File: src/rtl/sampleq_bus_arbiter_pkg.sv
// Shared constants for the sampleq bus arbiter: FSM encoding, burst counter
// width and the grant-index width helper.
package sampleq_arb_pkg;

    localparam logic [0:0] ARB_IDLE  = 1'b0;
    localparam logic [0:0] ARB_GRANT = 1'b1;

    localparam int BCW = 4;

    // Index width for n requesters; never below 1 so a 1-bit id always exists.
    function automatic int calc_idw(input int n);
        for (int w = 1; w < 31; w++) begin
            if ((1 << w) >= n) return w;
        end
        return 31;
    endfunction

endpackage

File: src/rtl/sampleq_bus_arbiter_rr_pick.sv
// Combinational round-robin search: scans from last+1, wraps modulo NREQ and
// reaches the previous winner last. The first set request bit wins.
module rr_pick #(
    parameter int NREQ = 2,
    parameter int IDW  = 1
) (
    input  logic [NREQ-1:0] req_i,
    input  logic [IDW-1:0]  last_i,
    output logic            found_o,
    output logic [IDW-1:0]  win_o
);

    int             pos;
    logic [IDW-1:0] idx;

    always_comb begin
        found_o = 1'b0;
        win_o   = '0;
        pos     = 0;
        idx     = '0;
        for (int k = 1; k <= NREQ; k++) begin
            // Explicit wrap so non-power-of-two NREQ stays in range.
            pos = int'(last_i) + k;
            if (pos >= NREQ) pos = pos - NREQ;
            idx = IDW'(pos);
            if (!found_o && req_i[idx]) begin
                found_o = 1'b1;
                win_o   = idx;
            end
        end
    end

endmodule

File: src/rtl/sampleq_bus_arbiter.sv
// Round-robin bus arbiter for NREQ sampleq queues with a per-owner burst
// limit and a hold input that freezes the current grant.
module sampleq_bus_arbiter
    import sampleq_arb_pkg::*;
#(
    parameter int NREQ  = 2,
    parameter int BURST = 2,
    parameter int IDW   = calc_idw(NREQ)
) (
    input  logic            clock,
    input  logic            reset_n,
    input  logic [NREQ-1:0] bus_req,
    input  logic            hold,
    output logic [NREQ-1:0] bus_gnt,
    output logic            gnt_valid,
    output logic [IDW-1:0]  gnt_id,
    output logic [BCW-1:0]  burst_cnt
);

    localparam logic [BCW-1:0] BLIM    = BCW'(BURST - 1);
    localparam logic [BCW-1:0] CNT_MAX = {BCW{1'b1}};
    localparam logic [IDW-1:0] LAST_RST = IDW'(NREQ - 1);

    logic [0:0]      state_q, state_d;
    logic [IDW-1:0]  last_q, last_d;
    logic [NREQ-1:0] gnt_q, gnt_d;
    logic            vld_q, vld_d;
    logic [IDW-1:0]  id_q, id_d;
    logic [BCW-1:0]  cnt_q, cnt_d;

    logic            pick_found;
    logic [IDW-1:0]  pick_id;
    logic            owner_req;
    logic            others_req;

    rr_pick #(
        .NREQ (NREQ),
        .IDW  (IDW)
    ) u_pick (
        .req_i   (bus_req),
        .last_i  (last_q),
        .found_o (pick_found),
        .win_o   (pick_id)
    );

    assign owner_req  = bus_req[id_q];
    assign others_req = |(bus_req & ~gnt_q);

    always_comb begin
        state_d = state_q;
        last_d  = last_q;
        gnt_d   = gnt_q;
        vld_d   = vld_q;
        id_d    = id_q;
        cnt_d   = cnt_q;
        if (state_q == ARB_IDLE || !hold) begin
            if (state_q == ARB_GRANT && owner_req && (cnt_q < BLIM || !others_req)) begin
                cnt_d = (cnt_q == CNT_MAX) ? cnt_q : cnt_q + BCW'(1);
            end else if (pick_found) begin
                // New grant (or re-grant to a sole requester) restarts the burst.
                state_d        = ARB_GRANT;
                last_d         = pick_id;
                gnt_d          = '0;
                gnt_d[pick_id] = 1'b1;
                vld_d          = 1'b1;
                id_d           = pick_id;
                cnt_d          = '0;
            end else begin
                state_d = ARB_IDLE;
                gnt_d   = '0;
                vld_d   = 1'b0;
                id_d    = '0;
                cnt_d   = '0;
            end
        end
    end

    always_ff @(posedge clock) begin
        if (!reset_n) begin
            state_q <= ARB_IDLE;
            last_q  <= LAST_RST;
            gnt_q   <= '0;
            vld_q   <= 1'b0;
            id_q    <= '0;
            cnt_q   <= '0;
        end else begin
            state_q <= state_d;
            last_q  <= last_d;
            gnt_q   <= gnt_d;
            vld_q   <= vld_d;
            id_q    <= id_d;
            cnt_q   <= cnt_d;
        end
    end

    assign bus_gnt   = gnt_q;
    assign gnt_valid = vld_q;
    assign gnt_id    = id_q;
    assign burst_cnt = cnt_q;

endmodule

File: config.mk
export PLATFORM = sky130hd
export DESIGN_NAME = sampleq_bus_arbiter
export DESIGN_NICKNAME = d
export VERILOG_FILES = /design/src/rtl/sampleq_bus_arbiter_pkg.sv /design/src/rtl/sampleq_bus_arbiter_rr_pick.sv /design/src/rtl/sampleq_bus_arbiter.sv
export SDC_FILE = /design/constraint.sdc
export NUM_CORES = 1
export LEC_CHECK = 0
export CORE_AREA = 2 2 39 41
export DETAILED_ROUTE_END_ITERATION = 8
export DIE_AREA = 0 0 41 43
export HOLD_SLACK_MARGIN = 0.15
export SETUP_SLACK_MARGIN = 0.2
export SLEW_MARGIN = 0
export SYNTH_ARGS = -nofsm -noshare
export SYNTH_HDL_FRONTEND = slang
export SYNTH_SLANG_ARGS = --single-unit
File: constraint.sdc
create_clock -name clock -period 2.75 [get_ports clock]
set_input_delay 0.275 -clock clock [delete_from_list [all_inputs] [get_ports clock]]
set_output_delay 0.275 -clock clock [all_outputs]
set_load 0.02 [all_outputs]
==> flow_summary.ini, run 1 <==
[status]
status = complete, no violations

[setup_path]
slowest_stage = clkdlybuf4s50_1
max_stage_delay_ns = 0.64
path_buf_inv = 1
cp.arrival_ns = 1.34
crit_family = buffers and inverters
start_kind = flip-flop
critPathMaxFanout = 7
reg2reg_from = burst_cnt[0]
end_kind = output port
cp_cell_sequence = clkdlybuf4s50_1
critPathKind = flip-flop to output port
crit_start = burst_cnt[3]
critical_path_required_ns = 2.48

[floorplanning]
num_io_pins = 13
die_h_um = 43
die_w_um = 41
coreArea_mm2 = 0.001384
core.rowCount = 14
fp.dieArea_mm2 = 0.001763
start_util = 0.3644

[global_route]
globalRouteTotalUtil = 0.1437
antenna_found_initial = 0
grt_max_degree = 11
grt_pass1_vias = 364
grt_pass1_wl_mm = 1.649
gr-total-overflow = 0

[logic_synthesis]
ys_ff_latch = 8
synth_cells = 53
synth_edf_count = 0
yosysSeqAreaShare = 0.3176
syn_area_per_cell_um2 = 9.514
syn_area_um2 = 504.2
yosysUniqueCellTypes = 28
ys_warn_count = 0
ys_async_sr_fraction = 0
synth.net_count = 60
synthFlopType = dfxtp_1

[timing]
fin_worst_skew_ns = 0.003575
tightest_slew_ns = 0.3082
timing.fmax_ghz = 0.6198
period_minus_slack_ns = 1.613
rsz0062_at_grt = false
tns_ns = 0
setup_viol = 0
fin_crit_sh = 0.5867
timing.slew.headroom = 0.7939
finalMaxSlewViolations = 0
hold_viol_final = 0

[drt]
vias_per_cell = 5.195
num_vias = 426
wirelength_mm = 1.009
wl_per_cell_um = 12.30
first_iter_violations = 4
ant_nets = 0
route.detailed.drc = 0
dr.pass1.iters = 3

[cts]
cts_resized = 0
cts_setup_buffers = 0
cts_root_buf = clkbuf_4
worst_skew_pair.late_latency_ns = 0.26
htreeDepth = 1
path_clk_slew_ns = 0.06
hold_buffers = 0
clock_path_buffers = 2
cts_sinks = 8
numCtsBuffers = 3
cts_tree = yes

[finish]
nets = 75
area_growth_pct = 29.78
drive_gt1_frac = 0.1818
layout_commonest_cell = clkdlybuf4s50_1
utilization = 0.4729
antennaDiodeCount = 0
most-common-layout-cells = clkdlybuf4s50_1 (12), dfxtp_1 (8), nand3_1 (5)

[pwr]
power_density_mw_per_mm2 = 435.3
peakVddDrop_mv = 0.2093
leakage_nw = 0.2646

[place]
hpwl_um = 730.2
gp_congestion = 0.7294
portBuffers = 12

[job]
maxCapViolCount = 0

[worst_hold_path]
hold_class = flip-flop to flip-flop
min-delay-start = bus_gnt[0]
-- final cells by class --
class	instances	area, µm²
Tap cell	16	20.02
Multi-Input combinational cell	39	316.6
Clock buffer	3	22.52
Timing Repair Buffer	12	120.1
Fill cell	146	729.5
Sequential cell	8	160.2
Inverter	4	15.01
-- metrics by stage --
| step | instances | hold WS [ns] | total power [mW] | area, µm² | setup slack (ns) |
|---|---|---|---|---|---|
| 2_1_floorplan | 53 | 0.4255 | 0.1721 | 504.2 | 1.341 |
| 3_3_place_gp | 79 | 0.4627 | 0.1940 | 631.9 | 1.045 |
| 3_5_place_dp | 79 | 0.4811 | 0.1944 | 631.9 | 1.045 |
| 4_1_cts | 82 | 0.4911 | 0.2914 | 654.4 | 1.123 |
| 5_1_grt | 82 | 0.5125 | 0.3034 | 654.4 | 1.090 |
| 6_report | 82 | 0.4961 | 0.2848 | 654.4 | 1.137 |
-- synth_stat cells, types with 2 or more instances --
cell type,n,share of area
inv_1,4,0.030
ha_1,2,0.050
nand2b_1,2,0.025
nand2_1,3,0.022
o211ai_1,2,0.030
nor2_1,3,0.022
a21oi_1,2,0.020
nand3_1,5,0.050
mux2i_1,2,0.040
dfxtp_1,8,0.32
and3_1,2,0.025
nand2_4,2,0.045
-- path summary, 6_finish.rpt --
kind	endpoint	slack, ns	cells past startpoint
worst min register to register	bus_gnt[0]	0.50	2
worst min-delay path	bus_gnt[0]	0.50	2
worst max register to register	burst_cnt[0]	1.40	5
worst max-delay path	burst_cnt[3]	1.14	1
-- state kept, by name (all words and copies together), names as in the netlist --
name       cells
burst_cnt      4
bus_gnt        2
gnt_valid      1
last_q         1
-- power by group --
group | internal [mW] | leakage (nW) | switching (mW)
Combinational | 0.0311 | 0.185 | 0.0310
Sequential | 0.122 | 0.0655 | 0.00712
Clock | 0.0502 | 0.0138 | 0.0435
-- metal layers --
layer  GRT usage  share of wire  routed length [µm]  vias to the layer above
met3     0.06283          0.053                  53                        2
met4      0.1000          0.011                  11                        0
met1      0.1806           0.47                 476                      200
met2      0.1875           0.46                 468                        9
met5           0              0                   0                        -
li1            -              -                   -                      215
-- worst register-to-register path, delay by kind of cell (launching register included) --
family	cells	cell delay, ns
adders and majority gates	1	0.26
muxes	1	0.26
AOI/OAI and AO/OA	1	0.09
DFF	1	0.35
and+or+nand+nor	2	0.27
-- cells by family (layout without fill, tap and decap cells) --
group                      Yosys count  count (layout)  synth area share
DFF                                  8               8            0.3176
muxes                                5               5            0.1141
AOI/OAI and AO/OA                   10              10            0.1960
buffers and inverters                6              19           0.05458
and+or+nand+nor                     22              22            0.2680
adders and majority gates            2               2           0.04962
(Power assumes the default switching activity.)
==> run 2: changes to the inputs <==
--- a/config.mk
+++ b/config.mk
@@ -9,6 +9,7 @@
 export DETAILED_ROUTE_END_ITERATION = 8
 export DIE_AREA = 0 0 41 43
 export HOLD_SLACK_MARGIN = 0.15
+export PLACE_DENSITY = 0.67
 export SETUP_SLACK_MARGIN = 0.2
 export SLEW_MARGIN = 0
 export SYNTH_ARGS = -nofsm -noshare
==> constraint.sdc (replaced) <==
create_clock -name clock -period 1.47 [get_ports clock]
set_input_delay 0.147 -clock clock [delete_from_list [all_inputs] [get_ports clock]]
set_output_delay 0.147 -clock clock [all_outputs]
set_load 0.02 [all_outputs]
==> flow_summary.ini, run 2 (synthesized netlist as in run 1, its figures left out) <==
[status]
status = complete, no violations

[floorplanning]
num_io_pins = 13
core.rowCount = 14
die_h_um = 43
coreArea_mm2 = 0.001384
start_util = 0.3644
fp.dieArea_mm2 = 0.001763
die_w_um = 41

[pwr]
peakVddDrop_mv = 0.3649
p_sw_mw = 0.1688
p_int_mw = 0.4007
swShare = 0.2964
p_comb_frac = 0.242
power_density_mw_per_mm2 = 727.2
sequentialPowerShare = 0.418
clockPowerShare = 0.339
leakage_nw = 0.3564

[drt]
ant_nets = 0
route.detailed.drc = 0
dr.pass1.iters = 3
wirelength_mm = 1.201
vias_per_cell = 5.044
wl_per_cell_um = 13.20
num_vias = 459
first_iter_violations = 13

[cts]
cts_sinks = 8
htreeDepth = 1
worst_skew_pair.late_latency_ns = 0.27
cts_root_buf = clkbuf_4
cts_tree = yes
hold_buffers = 0
path_clk_slew_ns = 0.07
clock_path_buffers = 2
numCtsBuffers = 3

[place]
hpwl_um = 832.3
place_worst_setup_slack_ns = -0.04543
portBuffers = 12
gp_congestion = 0.7623

[setup_path]
reg2reg_from = bus_gnt[1]
critPathMaxFanout = 4
cp.arrival_ns = 1.40
end_kind = flip-flop
crit_start = bus_req[0]
critical_path_required_ns = 1.63
start_kind = input port
critPathKind = input port to flip-flop
r2r_setup_slack_ns = 0.23

[finish]
most-common-layout-cells = dlygate4sd2_1 (8), buf_4 (7), nand3_1 (4), dfxtp_1 (4)
utilization = 0.5660
largest_register_ff_count = 4
area_growth_pct = 55.33
antennaDiodeCount = 0
drive_gt1_frac = 0.4400
layout_commonest_cell = dlygate4sd2_1
nets = 83

[timing]
fin_worst_skew_ns = 0.01042
rsz0062_at_grt = true
timing.slew.headroom = 0.8270
period_minus_slack_ns = 1.244
fin_crit_sh = 0.8465
finalMaxSlewViolations = 0
tightest_slew_ns = 0.2584
timing.fmax_ghz = 0.8037
setup_viol = 0
setup_ws_ns = 0.2257
hold_viol_final = 0

[global_route]
grt_pass1_vias = 406
antenna_found_initial = 0
globalRouteTotalUtil = 0.1628
gr-total-overflow = 0
grt_pass1_wl_mm = 1.821
grt_max_degree = 10

[worst_hold_path]
min-delay-start = bus_req[1]
hold_class = input port to flip-flop

[job]
maxCapViolCount = 0
==> run 2: stage by stage <==
| step | total power, mW | instances | TNS [ns] | area (µm²) | hold WS [ns] |
|---|---|---|---|---|---|
| 2_1_floorplan | 0.3202 | 53 | 0 | 516.7 | 0.2900 |
| 3_3_place_gp | 0.3750 | 84 | -0.04901 | 694.4 | 0.4667 |
| 3_5_place_dp | 0.3765 | 84 | -0.09472 | 694.4 | 0.4773 |
| 4_1_cts | 0.5709 | 90 | 0 | 744.5 | 0.4822 |
| 5_1_grt | 0.6029 | 91 | 0 | 783.3 | 0.2651 |
| 6_report | 0.5696 | 91 | 0 | 783.3 | 0.2558 |
==> run 2: worst max-delay path, stage by stage <==
cell and delay [ns]:
clkdlybuf4s50_1 0.48, mux2_4 0.31, nand2_4 0.10, o22ai_2 0.09
mux2_2 0.27
==> run 2: routing by layer <==
metal / up-vias / track usage / routed length [µm]
met3: 4 / 0.03665 / 48
li1: 235 / - / -
met1: 208 / 0.2065 / 588
met2: 12 / 0.2281 / 522
met5: - / 0 / 0
met4: 0 / 0.1200 / 42
==> run 2: what timing repair did <==
item,in CTS,in global routing
endpoints found under the setup margin,11,3
gates resized for setup,11,8
buffers inserted,2,1
pin swaps,3,5
==> run 2: power by group through the flow <==
stage / clock, mW / combinational, mW / sequential, mW
final: 0.193 / 0.138 / 0.238
after global routing: 0.212 / 0.149 / 0.241
after CTS: 0.201 / 0.132 / 0.238
after detailed placement: 0 / 0.133 / 0.244
after global placement: 0 / 0.131 / 0.243
after floorplan: 0 / 0.0683 / 0.252
==> run 2: worst paths after layout <==
| path | to | depth (start not counted) |
|---|---|---|
| worst max register to register | burst_cnt[0] | 4 |
| worst min register to register | bus_gnt[0] | 2 |
| worst min-delay path | gnt_valid | 3 |
| worst max-delay path | burst_cnt[0] | 5 |
==> run 2: area by class of cell <==
type	count	area [µm²]
Fill cell	129	600.6
Multi-Input combinational cell	39	366.6
Timing Repair Buffer	20	185.2
Sequential cell	8	170.2
Clock buffer	4	26.28
Tap cell	16	20.02
Inverter	4	15.01
